<file path="config.mk">
export PLATFORM = sky130hd
export DESIGN_NAME = axis_uart_tx_flat
export DESIGN_NICKNAME = d
export VERILOG_FILES = /design/src/rtl/axis_uart_pkg.sv /design/src/rtl/axis_uart_tx_if.sv /design/src/rtl/axis_uart_fifo.sv /design/src/rtl/axis_uart_tx.sv /design/src/flat_wrapper.sv
export SDC_FILE = /design/constraint.sdc
export NUM_CORES = 1
export LEC_CHECK = 0
export ABC_CLOCK_PERIOD_IN_PS = 7200
export BUFFER_PORTS_ARGS = -buffer_cell sky130_fd_sc_hd__buf_2
export CELL_PAD_IN_SITES_DETAIL_PLACEMENT = 1
export CELL_PAD_IN_SITES_GLOBAL_PLACEMENT = 2
export CORE_MARGIN = 1.5
export CORE_UTILIZATION = 49
export CTS_CLUSTER_SIZE = 40
export DETAILED_ROUTE_END_ITERATION = 16
export GPL_ROUTABILITY_DRIVEN = 0
export GPL_TIMING_DRIVEN = 0
export PLACE_DENSITY = 0.9
export RECOVER_POWER = 100
export REMOVE_ABC_BUFFERS = 1
export SKIP_CTS_REPAIR_TIMING = 1
export SYNTH_ARGS = -nofsm -noshare
export SYNTH_HDL_FRONTEND = slang
export SYNTH_SLANG_ARGS = --single-unit
</file>
<file path="constraint.sdc">
create_clock -name i_clk -period 7.2 [get_ports i_clk]
set_input_delay 1.8 -clock i_clk [delete_from_list [all_inputs] [get_ports i_clk]]
set_output_delay 1.8 -clock i_clk [all_outputs]
set_load 0.1 [all_outputs]
</file>
<file path="src/rtl/axis_uart_pkg.sv">
// Shared types and constants for the AXI4-Stream UART transmitter.
// Holds the FSM state encoding, parity selectors, line-terminator bytes and frame sizing helper.
package axis_uart_pkg;

  typedef enum logic [2:0] {
    ST_IDLE,
    ST_START,
    ST_DATA,
    ST_PARITY,
    ST_STOP,
    ST_EOL
  } state_e;

  localparam int PARITY_NONE = 0;
  localparam int PARITY_ODD  = 1;
  localparam int PARITY_EVEN = 2;

  localparam logic [7:0] EOL_CR = 8'h0D;
  localparam logic [7:0] EOL_LF = 8'h0A;

  // Bit periods per frame: start + 8 data + optional parity + stop bits.
  function automatic int frame_bits(input int parity, input int stop_bits);
    return 9 + ((parity != PARITY_NONE) ? 1 : 0) + stop_bits;
  endfunction

endpackage

</file>
<file path="src/rtl/axis_uart_tx_if.sv">
// AXI4-Stream byte channel into the UART transmitter.
// Handshake: a byte transfers on a rising clock edge where i_tvalid and o_tready are both high; the producer holds i_tdata/i_tlast stable while i_tvalid is high and o_tready is low.
interface axis_uart_tx_if;
  logic [7:0] i_tdata;
  logic       i_tlast;
  logic       i_tvalid;
  logic       o_tready;

  modport slave (
    input  i_tdata,
    input  i_tlast,
    input  i_tvalid,
    output o_tready
  );

  modport master (
    output i_tdata,
    output i_tlast,
    output i_tvalid,
    input  o_tready
  );
endinterface

</file>
<file path="src/rtl/axis_uart_fifo.sv">
// Synchronous FIFO with registered read data and occupancy count.
// A pop loads o_rdata on the same edge, so the word is usable the following cycle.
module axis_uart_fifo #(
  parameter int WIDTH = 9,
  parameter int DEPTH = 16
) (
  input  logic                     i_clk,
  input  logic                     i_rst,
  input  logic                     i_push,
  input  logic [WIDTH-1:0]         i_wdata,
  input  logic                     i_pop,
  output logic [WIDTH-1:0]         o_rdata,
  output logic                     o_full,
  output logic                     o_empty,
  output logic [$clog2(DEPTH):0]   o_level
);
  localparam int AW = $clog2(DEPTH);

  logic [WIDTH-1:0] mem_q [DEPTH];
  logic [AW-1:0]    wr_ptr_q, wr_ptr_d;
  logic [AW-1:0]    rd_ptr_q, rd_ptr_d;
  logic [AW:0]      count_q, count_d;
  logic [WIDTH-1:0] rdata_q;
  logic             push_ok, pop_ok;

  always_comb begin
    push_ok  = i_push & !o_full;
    pop_ok   = i_pop & !o_empty;
    wr_ptr_d = wr_ptr_q;
    rd_ptr_d = rd_ptr_q;
    count_d  = count_q;
    if (push_ok) wr_ptr_d = wr_ptr_q + AW'(1);
    if (pop_ok)  rd_ptr_d = rd_ptr_q + AW'(1);
    case ({push_ok, pop_ok})
      2'b10:   count_d = count_q + (AW+1)'(1);
      2'b01:   count_d = count_q - (AW+1)'(1);
      default: count_d = count_q;
    endcase
  end

  always_ff @(posedge i_clk) begin
    if (push_ok) mem_q[wr_ptr_q] <= i_wdata;
  end

  always_ff @(posedge i_clk) begin
    if (i_rst) begin
      wr_ptr_q <= '0;
      rd_ptr_q <= '0;
      count_q  <= '0;
      rdata_q  <= '0;
    end else begin
      wr_ptr_q <= wr_ptr_d;
      rd_ptr_q <= rd_ptr_d;
      count_q  <= count_d;
      if (pop_ok) rdata_q <= mem_q[rd_ptr_q];
    end
  end

  assign o_full  = (count_q == (AW+1)'(DEPTH));
  assign o_empty = (count_q == '0);
  assign o_level = count_q;
  assign o_rdata = rdata_q;

endmodule

</file>
<file path="src/rtl/axis_uart_tx.sv">
// AXI4-Stream to UART transmitter: FIFO-buffered bytes serialised with configurable baud, parity and stop bits.
// Define AXIS_UART_TX_EOL_EN to append CR/LF frames after every byte that was pushed with tlast set.
module axis_uart_tx
  import axis_uart_pkg::*;
#(
  parameter int CLK_FREQ_HZ = 50000000,
  parameter int BAUD        = 115200,
  parameter int FIFO_DEPTH  = 16,
  parameter int PARITY      = 0,
  parameter int STOP_BITS   = 1
) (
  input  logic                        i_clk,
  input  logic                        i_rst,
  axis_uart_tx_if.slave               s_axis,
  output logic                        o_uart_tx,
  output logic                        o_busy,
  output logic [$clog2(FIFO_DEPTH):0] o_level,
  output state_e                      o_state
);
  localparam int DIV = CLK_FREQ_HZ / BAUD;
  localparam int BW  = (DIV >= 2) ? $clog2(DIV) : 1;
  localparam logic [BW-1:0] DIV_M1 = BW'(DIV - 1);

  if (DIV < 2) begin : g_div_chk
    $error("axis_uart_tx: CLK_FREQ_HZ/BAUD must be at least 2");
  end
  if ((FIFO_DEPTH < 2) || ((FIFO_DEPTH & (FIFO_DEPTH - 1)) != 0)) begin : g_depth_chk
    $error("axis_uart_tx: FIFO_DEPTH must be a power of two >= 2");
  end
  if ((PARITY < 0) || (PARITY > 2) || (STOP_BITS < 1) || (STOP_BITS > 2)) begin : g_frame_chk
    $error("axis_uart_tx: PARITY must be 0..2 and STOP_BITS 1..2");
  end

  logic [8:0]              fifo_rdata;
  logic                    fifo_full, fifo_empty;
  logic [$clog2(FIFO_DEPTH):0] fifo_level;
  logic                    tready, push, pop;
  logic                    bit_end, last_stop;
  logic [7:0]              frame_byte;

  state_e        state_q;
  logic [BW-1:0] baud_q;
  logic [2:0]    bit_idx_q;
  logic          stop_idx_q;
  logic [7:0]    shift_q;
  logic          par_q;
  logic          tx_q;

`ifdef AXIS_UART_TX_EOL_EN
  logic [1:0] eol_cnt_q;
  logic       from_eol_q;
  logic       eol_due;
  assign eol_due = (eol_cnt_q != 2'd0);
`else
  logic unused_tlast;
  assign unused_tlast = fifo_rdata[8];
`endif

  assign tready          = !fifo_full & !i_rst;
  assign s_axis.o_tready = tready;
  assign push            = s_axis.i_tvalid & tready;

  axis_uart_fifo #(
    .WIDTH (9),
    .DEPTH (FIFO_DEPTH)
  ) u_fifo (
    .i_clk   (i_clk),
    .i_rst   (i_rst),
    .i_push  (push),
    .i_wdata ({s_axis.i_tlast, s_axis.i_tdata}),
    .i_pop   (pop),
    .o_rdata (fifo_rdata),
    .o_full  (fifo_full),
    .o_empty (fifo_empty),
    .o_level (fifo_level)
  );

  // The STOP exit pops directly into the next frame so back-to-back bytes have no idle gap.
  always_comb begin
    bit_end   = (baud_q == '0);
    last_stop = (stop_idx_q == 1'(STOP_BITS - 1));
    pop       = 1'b0;
    if (!fifo_empty) begin
      if (state_q == ST_IDLE) pop = 1'b1;
`ifdef AXIS_UART_TX_EOL_EN
      if ((state_q == ST_STOP) && bit_end && last_stop && !eol_due) pop = 1'b1;
`else
      if ((state_q == ST_STOP) && bit_end && last_stop) pop = 1'b1;
`endif
    end
    frame_byte = fifo_rdata[7:0];
`ifdef AXIS_UART_TX_EOL_EN
    if (from_eol_q) frame_byte = shift_q;
`endif
  end

  always_ff @(posedge i_clk) begin
    if (i_rst) begin
      state_q    <= ST_IDLE;
      baud_q     <= DIV_M1;
      bit_idx_q  <= '0;
      stop_idx_q <= 1'b0;
      shift_q    <= '0;
      par_q      <= 1'b0;
      tx_q       <= 1'b1;
`ifdef AXIS_UART_TX_EOL_EN
      eol_cnt_q  <= '0;
      from_eol_q <= 1'b0;
`endif
    end else begin
      if ((state_q == ST_IDLE) || (state_q == ST_EOL) || bit_end) baud_q <= DIV_M1;
      else baud_q <= baud_q - BW'(1);
`ifdef AXIS_UART_TX_EOL_EN
      if (pop) from_eol_q <= 1'b0;
`endif
      case (state_q)
        ST_IDLE: begin
          tx_q <= 1'b1;
          if (pop) state_q <= ST_START;
        end
        ST_START: begin
          tx_q <= 1'b0;
          if (bit_end) begin
            state_q   <= ST_DATA;
            bit_idx_q <= '0;
            shift_q   <= frame_byte;
            par_q     <= ^frame_byte;
`ifdef AXIS_UART_TX_EOL_EN
            if (!from_eol_q && fifo_rdata[8]) eol_cnt_q <= 2'd2;
`endif
          end
        end
        ST_DATA: begin
          tx_q <= shift_q[0];
          if (bit_end) begin
            shift_q   <= {1'b0, shift_q[7:1]};
            bit_idx_q <= bit_idx_q + 3'd1;
            if (bit_idx_q == 3'd7) begin
              state_q    <= (PARITY != PARITY_NONE) ? ST_PARITY : ST_STOP;
              stop_idx_q <= 1'b0;
            end
          end
        end
        ST_PARITY: begin
          tx_q <= (PARITY == PARITY_EVEN) ? par_q : ~par_q;
          if (bit_end) state_q <= ST_STOP;
        end
        ST_STOP: begin
          tx_q <= 1'b1;
          if (bit_end) begin
            if (!last_stop) stop_idx_q <= stop_idx_q + 1'b1;
            else if (pop) state_q <= ST_START;
`ifdef AXIS_UART_TX_EOL_EN
            else if (eol_due) state_q <= ST_EOL;
`endif
            else state_q <= ST_IDLE;
          end
        end
`ifdef AXIS_UART_TX_EOL_EN
        ST_EOL: begin
          tx_q       <= 1'b1;
          shift_q    <= (eol_cnt_q == 2'd2) ? EOL_CR : EOL_LF;
          eol_cnt_q  <= eol_cnt_q - 2'd1;
          from_eol_q <= 1'b1;
          state_q    <= ST_START;
        end
`endif
        default: begin
          tx_q    <= 1'b1;
          state_q <= ST_IDLE;
        end
      endcase
    end
  end

  assign o_uart_tx = tx_q;
  assign o_busy    = (state_q != ST_IDLE) | (fifo_level != '0);
  assign o_level   = fifo_level;
  assign o_state   = state_q;

endmodule

</file>
<file path="src/flat_wrapper.sv">
// flat-port wrapper written by rule: the top's interface ports become plain ports
module axis_uart_tx_flat import axis_uart_pkg::*;
#(
  parameter int CLK_FREQ_HZ = 50000000,
  parameter int BAUD        = 115200,
  parameter int FIFO_DEPTH  = 16,
  parameter int PARITY      = 0,
  parameter int STOP_BITS   = 1
)
  (i_clk, i_rst, o_uart_tx, o_busy, o_level, o_state, s_axis_i_tdata, s_axis_i_tlast, s_axis_i_tvalid, s_axis_o_tready);
  axis_uart_tx_if s_axis_i ();
  input  logic i_clk;
  input  logic i_rst;
  output logic o_uart_tx;
  output logic o_busy;
  output logic [$clog2(FIFO_DEPTH):0] o_level;
  output state_e o_state;
  input wire logic [$bits(s_axis_i.i_tdata)-1:0] s_axis_i_tdata;
  input wire logic [$bits(s_axis_i.i_tlast)-1:0] s_axis_i_tlast;
  input wire logic [$bits(s_axis_i.i_tvalid)-1:0] s_axis_i_tvalid;
  output wire logic [$bits(s_axis_i.o_tready)-1:0] s_axis_o_tready;
  assign s_axis_i.i_tdata = s_axis_i_tdata;
  assign s_axis_i.i_tlast = s_axis_i_tlast;
  assign s_axis_i.i_tvalid = s_axis_i_tvalid;
  assign s_axis_o_tready = s_axis_i.o_tready;
  axis_uart_tx #(.CLK_FREQ_HZ(CLK_FREQ_HZ), .BAUD(BAUD), .FIFO_DEPTH(FIFO_DEPTH), .PARITY(PARITY), .STOP_BITS(STOP_BITS)) u_core (.i_clk(i_clk), .i_rst(i_rst), .s_axis(s_axis_i), .o_uart_tx(o_uart_tx), .o_busy(o_busy), .o_level(o_level), .o_state(o_state));
endmodule
</file>
* Word-level counts from Yosys, hierarchy flattened
Memories as Yosys holds them, arrays and structs flattened. A register that Yosys moved wholly into a read port is not among the register bits.
Cells that the tools add are included.
** Cells by class
- Mux-type cells :: 27
- Add/subtract/negate cells :: 7
- Equal/unequal tests :: 16
- Reduce and logical (&&, ||, !) cells :: 21
- Bitwise gates (word level) :: 7
** Operators with widths (number)
- two-way mux 3 bit :: 9
- two-way mux 8 bit :: 2
- case mux 8 bit (2 select lines) :: 1
- case mux 3 bit (5 select lines) :: 1
- two-way mux 1 bit :: 10
- inequality test 2 x 1 -> 1 bit, second input constant :: 5
- case mux 5 bit (2 select lines) :: 1
- equality test 3 bit, second input constant :: 3
- logical NOT 9 bit :: 1
- subtractor 9 x 1 -> 9 bit, second input constant :: 1
- adder 4 x 1 -> 4 bit, second input constant :: 2
- XOR reduction 8 bit :: 1
- AND reduction 7 bit :: 1
- equality test 3 x 2 -> 1 bit, second input constant :: 2
- case mux 3 bit (2 select lines) :: 1
- nonzero test 2 bit :: 3
- adder 5 x 1 -> 5 bit, second input constant :: 1
- equality test 5 bit, second input constant :: 1
- logical NOT 5 bit :: 1
- nonzero test 5 bit :: 1
- subtractor 5 x 1 -> 5 bit, second input constant :: 1
- bitwise AND 1 bit :: 4
- inequality test 2 bit, second input constant :: 2
- AND reduction 4 bit :: 1
- 17 further kinds :: 22
** Word-level totals
- Memories kept :: 1
- Memory bits (writable) :: 144
- Word-level logic and storage cells :: 89
- Register bits after elaboration :: 39
- Output and inout port bits :: 11
** Memories
- u_core.u_fifo.mem_q :: depth 16, width 9, rd ports 1, clocked after memory_dff 1, write ports 1, RTL line axis_uart_fifo.sv:19 : logic [WIDTH-1:0] mem_q [DEPTH];

* Logic depth before layout (Yosys ltp)
Gate-level depths: netlist of run 1.
- Depth after elaboration :: 9
- Depth in mapped cells :: 14

* Hierarchy
A second synthesis of run 1 with hierarchy kept.
** Unflattened totals
- Cells, all modules :: 528
- Area, all modules :: 7888.8 µm²
** By module, submodules not included
- axis_uart_fifo :: area each 6627.6 µm², seq. area each 4764.6 µm², cells an instance 390, times used 1
- axis_uart_tx :: area each 1261.2 µm², seq. area each 500.5 µm², cells an instance 138, times used 1

* Worst setup path before layout of run 1
Ideal clock, no wire load.
- Path type :: input to output
- From :: input i_rst
- To :: output s_axis_o_tready
- Stages :: 3
- Required time :: 5400 ps
- Data arrival time :: 3598 ps
- Setup slack :: 1802 ps
- Cells stage by stage :: buf_6 > clkbuf_1 > a21oi_1
** Between the ends
- Cells in the longest elaborated chain, start to end :: 2
** RTL lines
- start: declaration :: RTL line flat_wrapper.sv:13 : input logic i_rst;
- logical NOT 1 bit :: RTL line axis_uart_tx.sv:59 : assign tready = !fifo_full & !i_rst;
- bitwise AND 1 bit :: RTL line axis_uart_tx.sv:59
- end: declaration :: RTL line flat_wrapper.sv:21 : output wire logic [$bits(s_axis_i.o_tready)-1:0] s_axis_o_tready;
No other way between the ends.

* Worst setup path after layout of run 1
Same ends and word-level chain as after synthesis.

==> flow_summary.ini, run 1 <==
[status]
status = complete, but fails checks
violations = capacitance limit, slew limit

[sta]
period_minus_slack_ns = 5.56
hold_viol_final = 0
maxSlewHeadroom_pct = -20.6
worstMarginPinSlew_ns = 1.81
slew_viol_final = 41
clock_skew_ns = 0.0114
fmax_mhz = 180
finalCritPeriodShare_pct = 77.2
setup_violations = 0
rsz0062_at_grt = no
timing.hold.ws_ns = 0.454
fin_setup_tns_ns = 0

[worst_setup_path]
critPathMaxFanout = 40
slowest_stage = clkbuf_1
critical_path.most_common_cell = clkbuf_1
crit_required_ns = 5.40
critPathTopFamily = buffers and inverters
cp-end-kind = output port
worstSetupStartpointType = primary input
critPathKind = primary input to output port
cp_cell_sequence = clkbuf_1 -> a21oi_1 -> clkbuf_1
crit_arrival_ns = 3.76
crit_buf_inv = 2
cpPeakStageDelay_ns = 1.27

[drt]
dr.pass1.iters = 4
ant_nets = 0
route.detailed.drc = 0
avgViaCountPerCell = 5.77
num_vias = 3887
wirelength_um = 14100
avgRoutedWirePerCell_um = 20.9
drt_iter0_drc = 228

[floorplanning]
dieArea_um2 = 15300
die_y_um = 124
initial_core_util_pct = 50.9
core_area_um2 = 14000
die-width_um = 124
rows = 43
ios = 23

[logic_synthesis]
synth_area_leaders = edfxtp_1 (54%), dfxtp_1 (13%), mux4_2 (10%), nor2_1 (2.8%), mux2i_1 (2.5%)
synth_edf_count = 128
yosysUniqueCellTypes = 46
synth_cells = 462
synth_adder_area_share_pct = 2.55
synthXorXnorAreaFrac_pct = 2.69
synth_ff_type = edfxtp_1
synth_compound_area_share_pct = 5.06
synth_top_family_by_area = multiplexers
avgSynthCellArea_um2 = 15.5
ys_ff_latch = 174
ys_seq_area_share_pct = 66.6
yosys.area.top_type = edfxtp_1
muxShareOfSynthArea_pct = 12.6
synth-simple-area-share_pct = 8.01
syn_area_um2 = 7150
synth_top_area_share_pct = 53.7
ys.warnings.count = 0
synthArstFlopShare_pct = 0

[placement]
numPortBuffers = 21
dp_hpwl_um = 9210
numPlacedInstances = 640

[pwr]
p_leak_nw = 2.57
power_density_nw_per_um2 = 365
vdd_drop_max_v = 0.000246

[layout]
syn2layout_area_growth_pct = 11.1
drive_gt1_share_pct = 15.6
fin_cells = 674
num_antenna_cells = 0
final_nets = 507

[run]
cap_violations = 2

[cts]
clockRootBuffer = clkbuf_16
clkSinkCount = 174
htreeDepth = 4
cts_tree = done
cts.clk_slew.worst_paths_ns = 0.07
numCtsBuffers = 17
clk_latency_ns = 0.43
clockBufferDepth = 2

[global_routing]
grt-ovfl-total = 0
grt_max_degree = 41
grt_pass1_vias = 4071
antenna_found_initial = 0
grt_pass1_wl_um = 22000
track_usage_pct = 20.2

[hold_path]
holdCritPathClass = flip-flop to flip-flop
## registers in the layout, indices dropped and copies added, names as in the netlist
register                cells
u_core.bit_idx_q            3
u_core.o_uart_tx            1
u_core.u_fifo.o_level       5
u_core.u_fifo.wr_ptr_q      4
u_core.u_fifo.rd_ptr_q      4
u_core.u_fifo.mem_q       128
u_core.shift_q              8
u_core.baud_q               9
u_core.o_state              3
u_core.u_fifo.o_rdata       8
u_core.par_q                1
## placed cells by master (no fill, tap or decap), types with 9 or more instances in the layout
master     instances
edfxtp_1         128
nor2_1            53
dfxtp_1           44
mux4_2            32
nand2_1           22
clkbuf_1          21
mux2i_1           18
a22oi_1           18
clkbuf_16         17
xnor2_1           16
inv_1             14
ha_1              13
a211oi_1           9
nor3_1             9
## where the power goes
group | internal (W) | switching [W]
Sequential | 0.00113 | 0.0000755
Clock | 0.000489 | 0.000410
Combinational | 0.000313 | 0.000485
## worst paths after layout
path                            slack (ns)  cells after the start                  endpoint        startpoint
worst max-delay path                  1.64                      3           s_axis_o_tready             i_rst
worst min-delay path                  0.45                      1          u_core.baud_q[0]  u_core.baud_q[0]
worst max register to register        2.88                     13  u_core.u_fifo.o_level[4]  u_core.baud_q[0]
worst min register to register        0.45                      1          u_core.baud_q[0]  u_core.baud_q[0]
## synth_stat cells (2+ instances only)
master	count
nand2_1	22
dfxtp_1	46
o31ai_1	2
mux4_2	32
and2b_1	2
buf_2	4
nand3b_1	3
nor2b_1	5
xor2_1	6
nor3b_1	3
o21ai_0	2
ha_1	13
nor3_1	9
a31oi_1	2
nand2b_1	2
nor4b_1	3
inv_1	14
and3_1	2
nor2_1	53
a22oi_1	18
xnor2_1	16
buf_6	4
a211oi_1	8
mux2i_1	18
a21oi_1	8
clkbuf_1	12
a21o_2	2
edfxtp_1	128
nand3_1	3
buf_1	4
## metrics by stage
| stage | setup slack [ns] | power, W | cell area (µm²) | utilization [%] |
|---|---|---|---|---|
| finish | 1.64 | 0.00290 | 7950 | 56.6 |
| global route | 1.41 | 0.00304 | 7950 | 56.6 |
| CTS | 2.54 | 0.00294 | 7960 | 56.7 |
| detailed placement | 2.38 | 0.00204 | 7390 | 52.6 |
| global placement | 2.46 | 0.00200 | 7360 | 52.4 |
| floorplan | 2.14 | 0.00187 | 7030 | - |
## cell families (layout without fill, tap and decap cells)
| logic type | Yosys count | count (layout) |
|---|---|---|
| fa+ha+maj | 14 | 14 |
| xor+xnor | 22 | 22 |
| buf+inv | 38 | 70 |
| mux | 50 | 50 |
| compound gates | 48 | 48 |
| simple gates | 116 | 116 |
| flops | 174 | 174 |
## layer usage
metal	GRT usage (%)	share of wire [%]
met2	34.2	52
met1	24.9	42
met4	7.18	1.7
met5	0	0
met3	5.86	4.0
## area by class of cell
class / count / area [µm²]
fill: 1310 / 6100
sequential: 174 / 4770
multi-input combinational: 250 / 2210
clock buffer: 17 / 425
tap: 180 / 225
clock inverter: 15 / 153
timing repair buffer: 24 / 111
inverter: 14 / 52.6
(Power assumes the default switching activity.)
==> run 2: changes to the inputs <==
--- a/config.mk
+++ b/config.mk
@@ -5,17 +5,17 @@
 export SDC_FILE = /design/constraint.sdc
 export NUM_CORES = 1
 export LEC_CHECK = 0
-export ABC_CLOCK_PERIOD_IN_PS = 7200
+export ABC_CLOCK_PERIOD_IN_PS = 5700
 export BUFFER_PORTS_ARGS = -buffer_cell sky130_fd_sc_hd__buf_2
 export CELL_PAD_IN_SITES_DETAIL_PLACEMENT = 1
 export CELL_PAD_IN_SITES_GLOBAL_PLACEMENT = 2
 export CORE_MARGIN = 1.5
-export CORE_UTILIZATION = 49
+export CORE_UTILIZATION = 46
 export CTS_CLUSTER_SIZE = 40
 export DETAILED_ROUTE_END_ITERATION = 16
 export GPL_ROUTABILITY_DRIVEN = 0
 export GPL_TIMING_DRIVEN = 0
-export PLACE_DENSITY = 0.9
+export PLACE_DENSITY = 0.85
 export RECOVER_POWER = 100
 export REMOVE_ABC_BUFFERS = 1
 export SKIP_CTS_REPAIR_TIMING = 1
==> constraint.sdc (replaced) <==
create_clock -name i_clk -period 5.7 [get_ports i_clk]
set_input_delay 1.425 -clock i_clk [delete_from_list [all_inputs] [get_ports i_clk]]
set_output_delay 1.425 -clock i_clk [all_outputs]
set_load 0.1 [all_outputs]
==> run 2 against run 1 <==
  * The run now ends clean
  * Critical path depth grew 1
  * Critical endpoint is now u_core.u_fifo.mem_q[3][1]
  * Critical path type is now primary input to flip-flop
  * First-iteration DRC count shrank 27%
  * Routed wire length shrank 2.4%
  * Highest routed layer unchanged
==> flow_summary.ini, run 2 (synthesized netlist as in run 1, its figures left out) <==
[placement]
dp_hpwl_um = 8840
numPortBuffers = 21

[status]
status = completed

[global_routing]
grtUsageMet2_pct = 31.6
grt_use_met3_pct = 4.34
track_usage_pct = 18.3
grt_pass1_wl_um = 22100
grt_max_degree = 41
antenna_found_initial = 0
grt-ovfl-total = 0
busiest_layer = met2
grt_pass1_vias = 4089
grt_util_met1_pct = 23.1

[layout]
fill_cells = 1455
num_antenna_cells = 0
top_register = u_core.u_fifo.mem_q
mostFrequentLayoutCells = edfxtp_1 (128), nor2_1 (53), dfxtp_1 (44)
regArea_um2 = 4770
syn2layout_area_growth_pct = 10.6
largest_reg_flops = 128
multi_input_area_um2 = 2190
final_nets = 505
final_common_cell = edfxtp_1
reg_top3 = u_core.u_fifo.mem_q: 128 flops, u_core.baud_q: 9 flops
drive_gt1_share_pct = 14.6

[floorplanning]
dieArea_um2 = 16300
core_area_um2 = 15200
die-width_um = 128
die_y_um = 128
initial_core_util_pct = 47.1
rows = 45
ios = 23

[sta]
finalCritPeriodShare_pct = 78.9
clock_skew_ns = 0.0110
fmax_mhz = 222
fin_setup_tns_ns = 0
period_minus_slack_ns = 4.50
hold_viol_final = 0
slew_viol_final = 0
rsz0062_at_grt = no
setup_violations = 0
worstMarginPinSlew_ns = 1.43
maxSlewHeadroom_pct = 4.16

[worst_setup_path]
crit_arrival_ns = 4.53
cp-end-kind = flip-flop
critPathMaxFanout = 40
crit_required_ns = 5.73
critPathKind = primary input to flip-flop
worstSetupStartpointType = primary input

[cts]
clk_latency_ns = 0.43
cts_tree = done
clkSinkCount = 174
numCtsBuffers = 17
clockRootBuffer = clkbuf_16
htreeDepth = 4
cts.clk_slew.worst_paths_ns = 0.07
clockBufferDepth = 2

[hold_path]
holdCritPathClass = flip-flop to flip-flop

[drt]
num_vias = 3789
avgRoutedWirePerCell_um = 20.2
dr.pass1.iters = 4
ant_nets = 0
route.detailed.drc = 0
wirelength_um = 13700
drt_iter0_drc = 167
avgViaCountPerCell = 5.57

[pwr]
vdd_drop_max_v = 0.000234
power_density_nw_per_um2 = 460
finalPower_w = 0.00364
p_leak_nw = 2.52

[run]
cap_violations = 0
run 2: cell type report:
class / instances / area share, %
Clock buffer: 19 / 5.47
Clock inverter: 13 / 1.63
Inverter: 14 / 0.664
Multi-Input combinational cell: 250 / 27.7
Sequential cell: 174 / 60.2
Tap cell: 188 / 2.97
Timing Repair Buffer: 22 / 1.28
run 2: per-stage QoR:
stage          setup WS [ns]  cells  hold WS, ns  util [%]  area, µm²
3_5_place_dp            1.22    648        0.444      48.7       7400
6_report                1.20    680        0.448      52.0       7910
2_1_floorplan           1.39    438        0.395         -       7030
4_1_cts                 1.35    680        0.459      52.3       7960
3_3_place_gp            1.34    647        0.431      48.5       7370
5_1_grt                0.782    680        0.467      52.0       7910
run 2: path summary, 6_finish.rpt:
kind / depth (start not counted) / slack (ns) / startpoint / end
setup reg to reg: 13 / 1.32 / u_core.baud_q[0] / u_core.u_fifo.o_level[4]
hold reg to reg: 1 / 0.45 / u_core.baud_q[0] / u_core.baud_q[0]
hold / removal: 1 / 0.45 / u_core.baud_q[0] / u_core.baud_q[0]
setup / recovery: 4 / 1.20 / i_rst / u_core.u_fifo.mem_q[3][1]
run 2: worst max-delay path, cell delays in order:
cell and delay (ns):
buf_2 0.35, a211oi_1 1.19, nand2_1 0.38, nor3_1 1.18
run 2: routing by layer:
layer | up-vias | routed length [µm]
met4 | 0 | 155
met1 | 1933 | 6100
met3 | 15 | 391
met2 | 59 | 7080
met5 | - | 0
li1 | 1782 | -
run 2: where the power goes:
group	switching [W]	internal, W
clock	0.000504	0.000614
sequential	0.0000969	0.00143
combinational	0.000604	0.000395
total	0.00121	0.00244
